**src/rtl/hopfield_pkg.sv**
```systemverilog
// Shared types and sizing helpers for the Hopfield recall engine.
// Holds the FSM encoding, adder-tree width and weight saturation limits.
package hopfield_pkg;

  typedef enum logic [2:0] {
    S_IDLE,
    S_CLEAR,
    S_LEARN,
    S_RECALL,
    S_FINISH
  } fsm_e;

  // Row sum never overflows: N terms of magnitude <= 2^(WW-1).
  function automatic int sum_w(input int n, input int ww);
    return ww + $clog2(n) + 1;
  endfunction

  function automatic int w_max(input int ww);
    return (1 << (ww - 1)) - 1;
  endfunction

  function automatic int w_min(input int ww);
    return -(1 << (ww - 1));
  endfunction

endpackage

```
**src/rtl/hopfield_row_mac.sv**
```systemverilog
// Signed weighted sum of one weight row against the neuron state.
// A set state bit adds the weight, a clear bit subtracts it.
module hopfield_row_mac
  import hopfield_pkg::*;
#(
  parameter int N  = 25,
  parameter int WW = 4,
  parameter int SW = sum_w(N, WW)
) (
  input  logic [N*WW-1:0]      i_row,
  input  logic [N-1:0]         i_state,
  output logic signed [SW-1:0] o_sum
);

  logic signed [SW-1:0] w_t;

  always_comb begin
    o_sum = '0;
    w_t   = '0;
    for (int m = 0; m < N; m++) begin
      w_t   = SW'($signed(i_row[m*WW +: WW]));
      o_sum = i_state[m] ? o_sum + w_t : o_sum - w_t;
    end
  end

endmodule

```
**src/rtl/hopfield_engine.sv**
```systemverilog
// Hopfield associative memory: Hebbian learning into saturating weights
// and asynchronous one-neuron-per-cycle recall until a fixed point.
module hopfield_engine
  import hopfield_pkg::*;
#(
  parameter int N         = 25,
  parameter int WW        = 4,
  parameter int MAX_SWEEP = 8
) (
  input  logic         clk,
  input  logic         rst,
  input  logic         clear,
  input  logic         learn_valid,
  output logic         learn_ready,
  input  logic [N-1:0] learn_pattern,
  input  logic         recall_start,
  input  logic [N-1:0] init_state,
  output logic [N-1:0] state,
  output logic         busy,
  output logic         done,
  output logic         converged,
  output logic [3:0]   sweeps
);

  localparam int IW   = $clog2(N);
  localparam int SW   = sum_w(N, WW);
  localparam int WMAX = w_max(WW);
  localparam int WMIN = w_min(WW);
  localparam logic [IW-1:0] LAST = IW'(N - 1);

  fsm_e r_fsm, w_fsm_nxt;

  logic [N*WW-1:0] r_w [N];
  logic [N-1:0]    r_state;
  logic [N-1:0]    r_pat;
  logic [IW-1:0]   r_idx;
  logic [3:0]      r_sweeps;
  logic            r_conv;
  logic            r_chg;
  logic            r_init;

  logic [N*WW-1:0]      w_row;
  logic [N*WW-1:0]      w_learn_row;
  logic [N*WW-1:0]      w_wdata;
  logic signed [SW-1:0] w_sum;
  logic                 w_last;
  logic                 w_new;
  logic                 w_chg;
  logic                 w_any;
  logic                 w_stop;
  logic                 w_we;
  int                   w_t;

  assign w_row  = r_w[r_idx];
  assign w_last = r_idx == LAST;

  hopfield_row_mac #(
    .N  (N),
    .WW (WW)
  ) u_mac (
    .i_row   (w_row),
    .i_state (r_state),
    .o_sum   (w_sum)
  );

  // A zero sum is a tie: the neuron keeps its value.
  assign w_new  = (w_sum == '0) ? r_state[r_idx] : !w_sum[SW-1];
  assign w_chg  = w_new != r_state[r_idx];
  assign w_any  = r_chg | w_chg;
  assign w_stop = !w_any || (r_sweeps + 4'd1 == 4'(MAX_SWEEP));

  always_comb begin
    w_learn_row = '0;
    w_t         = 0;
    for (int m = 0; m < N; m++) begin
      w_t = int'($signed(w_row[m*WW +: WW]))
          + ((r_pat[r_idx] == r_pat[m]) ? 1 : -1);
      if (w_t > WMAX) w_t = WMAX;
      else if (w_t < WMIN) w_t = WMIN;
      if (r_idx == IW'(m)) w_t = 0;
      w_learn_row[m*WW +: WW] = WW'(w_t);
    end
  end

  always_ff @(posedge clk or negedge rst) begin
    if (!rst) r_fsm <= S_IDLE;
    else      r_fsm <= w_fsm_nxt;
  end

  always_comb begin
    w_fsm_nxt = r_fsm;
    case (r_fsm)
      S_IDLE: begin
        if (r_init || clear)   w_fsm_nxt = S_CLEAR;
        else if (learn_valid)  w_fsm_nxt = S_LEARN;
        else if (recall_start) w_fsm_nxt = S_RECALL;
      end
      S_CLEAR:  if (w_last) w_fsm_nxt = S_IDLE;
      S_LEARN:  if (w_last) w_fsm_nxt = S_IDLE;
      S_RECALL: if (w_last && w_stop) w_fsm_nxt = S_FINISH;
      S_FINISH: w_fsm_nxt = S_IDLE;
      default:  w_fsm_nxt = S_IDLE;
    endcase
  end

  always_comb begin
    busy        = r_fsm != S_IDLE;
    done        = r_fsm == S_FINISH;
    learn_ready = (r_fsm == S_IDLE) && !clear && !r_init;
    w_we        = (r_fsm == S_CLEAR) || (r_fsm == S_LEARN);
    w_wdata     = (r_fsm == S_LEARN) ? w_learn_row : '0;
  end

  // Weights are wiped by the CLEAR pass that follows reset release.
  always_ff @(posedge clk) begin
    if (w_we) r_w[r_idx] <= w_wdata;
  end

  always_ff @(posedge clk or negedge rst) begin
    if (!rst) begin
      r_state  <= '0;
      r_pat    <= '0;
      r_idx    <= '0;
      r_sweeps <= '0;
      r_conv   <= 1'b0;
      r_chg    <= 1'b0;
      r_init   <= 1'b1;
    end else begin
      case (r_fsm)
        S_IDLE: begin
          r_idx <= '0;
          if (r_init) begin
            r_init <= 1'b0;
          end else if (clear) begin
            r_init <= 1'b0;
          end else if (learn_valid) begin
            r_pat <= learn_pattern;
          end else if (recall_start) begin
            r_state  <= init_state;
            r_sweeps <= '0;
            r_conv   <= 1'b0;
            r_chg    <= 1'b0;
          end
        end
        S_CLEAR, S_LEARN: begin
          r_idx <= w_last ? '0 : r_idx + 1'b1;
        end
        S_RECALL: begin
          r_state[r_idx] <= w_new;
          if (w_last) begin
            r_idx    <= '0;
            r_sweeps <= r_sweeps + 4'd1;
            r_chg    <= 1'b0;
            r_conv   <= !w_any;
          end else begin
            r_idx <= r_idx + 1'b1;
            r_chg <= w_any;
          end
        end
        default: r_idx <= '0;
      endcase
    end
  end

  assign state     = r_state;
  assign converged = r_conv;
  assign sweeps    = r_sweeps;

endmodule

```
**config.mk**
```make
export PLATFORM = sky130hd
export DESIGN_NAME = hopfield_engine
export DESIGN_NICKNAME = d
export VERILOG_FILES = /design/src/rtl/hopfield_pkg.sv /design/src/rtl/hopfield_row_mac.sv /design/src/rtl/hopfield_engine.sv
export SDC_FILE = /design/constraint.sdc
export NUM_CORES = 2
export LEC_CHECK = 0
export CORE_ASPECT_RATIO = 2
export CORE_UTILIZATION = 45
export DETAILED_ROUTE_END_ITERATION = 10
export GPL_TIMING_DRIVEN = 0
export PLACE_DENSITY = 0.73
export SLEW_MARGIN = 20
export SYNTH_ARGS = -nofsm -noshare
export SYNTH_HDL_FRONTEND = slang
export SYNTH_HIERARCHICAL = 1
export SYNTH_SLANG_ARGS = --single-unit
```
**constraint.sdc**
```tcl
create_clock -name clk -period 18 [get_ports clk]
set_input_delay 3.6 -clock clk [delete_from_list [all_inputs] [get_ports clk]]
set_output_delay 3.6 -clock clk [all_outputs]
set_load 0.02 [all_outputs]
```
==> flow_summary.json <==
{
  "outcome": "complete, but fails checks",
  "violated_checks": "negative setup slack",
  "cts-root-buf": "clkbuf_16",
  "pin_count": 88,
  "drt_drc_violations_left": 0,
  "hold_path.class": "register to register",
  "synthesized_instance_count": 7679,
  "clkSlewWorstSetupHoldPaths_ns": 0.07,
  "top_reg_cell_synth": "edfxtp_1",
  "count_of_routing_violations_after_the_opening_detailed_route_iteration": 9801,
  "fin_setup_tns_ns": -43.55,
  "port_buffers": 87,
  "critical-path-max-stage-delay_ns": 0.67,
  "route.vias.total": 78900,
  "floorplan.initialDensity_pct": 45.3,
  "number_of_antenna_violations_at_the_first_check_in_global_routing": 15,
  "design.core.area_mm2": 0.278,
  "worst_path_dominant_cell_family": "adder cells",
  "post_cts_hold_buffer_count": 0,
  "floorplan.rows": 274,
  "worst-path-buf-inv": 10,
  "synth-edff-count": 2500,
  "finalHoldWorstSlack_ns": 0.518,
  "report.final.setup_viol": 30,
  "dr_pass1_iterations": 8,
  "critical_path.startpoint": "r_idx[2]$_DFF_PN0_",
  "reg2regPathDepth": 55,
  "gr-total-overflow": 0,
  "timing.critical_path.to": "state[19]$_DFFE_PN0P_",
  "worst-setup-path-type": "register to register",
  "wl_per_cell_um": 37.0,
  "final.min_clock_period_ns": 19.48,
  "grt_first_pass_wirelength_um": 620000,
  "cts_tree": "yes",
  "total_grt_usage_pct": 32.0,
  "finalCritPeriodShare_pct": 108,
  "yosys_register_bits": 2565,
  "worst_flop_to_flop_path_startpoint": "r_idx[2]$_DFF_PN0_",
  "yosysSeqAreaShare_pct": 60.8,
  "pin_count_of_the_biggest_net_entering_global_routing": 50,
  "synthTopCellsByArea": "edfxtp_1 60%, mux4_2 11%, fa_1 5.6%, ha_1 3.7%, nand2_1 1.4%",
  "die-height_um": 751,
  "critical_path.startpoint_type": "register",
  "cp-end-kind": "register",
  "postSynthNetCount": 8456,
  "relSlewSlack_pct": 12.9,
  "vias_cell": 6.44,
  "asyncSetResetFlopFracSynth_pct": 2.53,
  "post_synth.cell_area_avg_um2": 16.4,
  "worst-r2r-setup-slack_ns": -1.48,
  "synthMostInstantiatedCell": "edfxtp_1",
  "synthToLayoutAreaGrowth_pct": 18.6,
  "via_count_of_the_first_global_routing_pass": 81700,
  "cp_slowest_cell": "fa_2",
  "tritoncts.num_buffers": 202,
  "r2r_end": "state[19]$_DFFE_PN0P_",
  "netlist.area_leader.share_pct": 59.5,
  "drive_above_1_share_pct": 26.7,
  "die_area_mm2": 0.282,
  "sink_count": 2565,
  "detail-route-antenna-nets": 0,
  "drv.max_cap_violation_count": 0,
  "synth.cells.most_frequent": "2,500 x edfxtp_1, 592 x mux4_2, 463 x nand2_1",
  "final_critical_path_setup_slack_ns": -1.48,
  "detailed_place_hpwl_um": 322000,
  "cp.arrival_ns": 20.30,
  "max_clock_freq_mhz": 51.3,
  "most_used_cell_cp": "fa_2",
  "yosysWarningCount": 6,
  "worst_clock_skew_ns": 0.134,
  "die_width_um": 376,
  "slew_viol_final": 0,
  "worst-endpoint-required_ns": 18.81,
  "netlist_area_mm2": 0.126,
  "number_of_distinct_library_cells_after_synthesis": 114,
  "timing.critical_path.depth": 55,
  "finalHoldViolations": 0,
  "critical_path_peak_fanout": 10,
  "transition_time_of_the_tightest_slew_check_pin_ns": 1.31,
  "place.gp.congestion": 1.03,
  "clkLatencyLatePin_ns": 0.95,
  "htree_num_levels": 4,
  "finalNetCount": 9130,
  "clockBufferDepth": 4,
  "route.final.wire_length_um": 453000,
  "rsz_0062_raised_after_global_routing": "yes",
  "biggest_area_consumer_among_synthesized_cells": "edfxtp_1"
}
## worst min-delay path by stage
stage,endpoint,from,slack [ns],depth (start not counted)
2_1_floorplan,r_chg$_DFFE_PN0P_,r_chg$_DFFE_PN0P_,0.49,2
3_3_place_gp,converged$_DFFE_PN0P_,converged$_DFFE_PN0P_,0.49,1
3_5_place_dp,converged$_DFFE_PN0P_,converged$_DFFE_PN0P_,0.51,1
4_1_cts,r_init$_DFFE_PN1P_,r_init$_DFFE_PN1P_,0.52,1
5_1_grt,r_init$_DFFE_PN1P_,r_init$_DFFE_PN1P_,0.54,1
6_report,r_init$_DFFE_PN1P_,r_init$_DFFE_PN1P_,0.52,1
## logic make-up (layout without fill, tap and decap cells)
| logic type | count (synthesis) | after routing | share of synthesized area [%] |
|---|---|---|---|
| xor gates and xnor gates | 309 | 309 | 2.28 |
| and+or+nand+nor | 1469 | 1469 | 5.82 |
| DFF | 2565 | 2565 | 60.8 |
| adders and majority gates | 722 | 722 | 9.27 |
| muxes | 914 | 914 | 13.6 |
| buffers and inverters | 643 | 1479 | 2.57 |
| other | 0 | 9 | 0 |
| AOI/OAI and AO/OA | 1057 | 1057 | 5.60 |
## per-layer routing
metal	wire, um	global-route usage (%)	vias up	part of all wire [%]
met2	218000	53.3	5583	48
li1	-	-	31300	-
met5	86	0	-	0.019
met1	128000	30.9	40100	28
met4	62700	34.7	12	14
met3	45000	7.74	1884	9.9
## layout by cell type, fill, tap and decap left out, types with 134 or more instances in the layout
cell type | netlist | final
inv_1 | 323 | 321
mux4_2 | 592 | 592
edfxtp_1 | 2500 | 2500
mux2i_1 | 164 | 164
buf_4 | 40 | 154
a21oi_1 | 251 | 182
ha_1 | 369 | 304
buf_12 | 8 | 157
nor2_1 | 367 | 306
o21ai_0 | 208 | 134
nand2_1 | 463 | 455
fa_1 | 353 | 332
clkbuf_16 | 0 | 207
## area by class of cell
cell class                 instances  area, um2
clock buffer                     238       5270
antenna                            9       22.5
tap                             3726       4660
timing repair buffer             471       7340
buffer                           272       2720
clock inverter                   128       1370
fill                           21300     129000
multi-input combinational       4471      50100
sequential                      2565      76700
inverter                         370       1400
## registers in the layout, summed over array words and instances, names as in the netlist
name	count
converged	1
r_fsm	3
r_chg	1
r_init	1
sweeps	4
r_idx	5
r_w	2500
r_pat	25
state	25
## worst register-to-register path: cells and delay by family, from the launching register on
| family | cells | cell delay, ns |
|---|---|---|
| AOI/OAI and AO/OA | 9 | 2.06 |
| xor gates and xnor gates | 6 | 1.30 |
| adders and majority gates | 25 | 12.83 |
| buffers and inverters | 10 | 1.74 |
| DFF | 1 | 0.45 |
| muxes | 2 | 0.52 |
| and+or+nand+nor | 3 | 0.50 |
## what timing repair did
action,CTS,global route
setup endpoints to repair,30,30
setup buffers,88,22
cloned,2,0
pin swaps,98,102
gates resized for setup,526,154
## through the flow
| stage | util, % | worst slack (ns) | instances | cell area, um2 |
|---|---|---|---|---|
| floorplan | - | 0.149 | 7679 | 126000 |
| CTS | 53.2 | -1.42 | 12200 | 148000 |
| global route | 53.7 | -1.85 | 12200 | 150000 |
| detailed placement | 49.7 | -4.05 | 11800 | 138000 |
| global placement | 47.3 | -4.18 | 11500 | 132000 |
| finish | 53.7 | -1.48 | 12300 | 150000 |
Power is left out: the tool's default activity adds up to more than one toggle a clock period on the data nets, which glitch-free logic cannot reach.
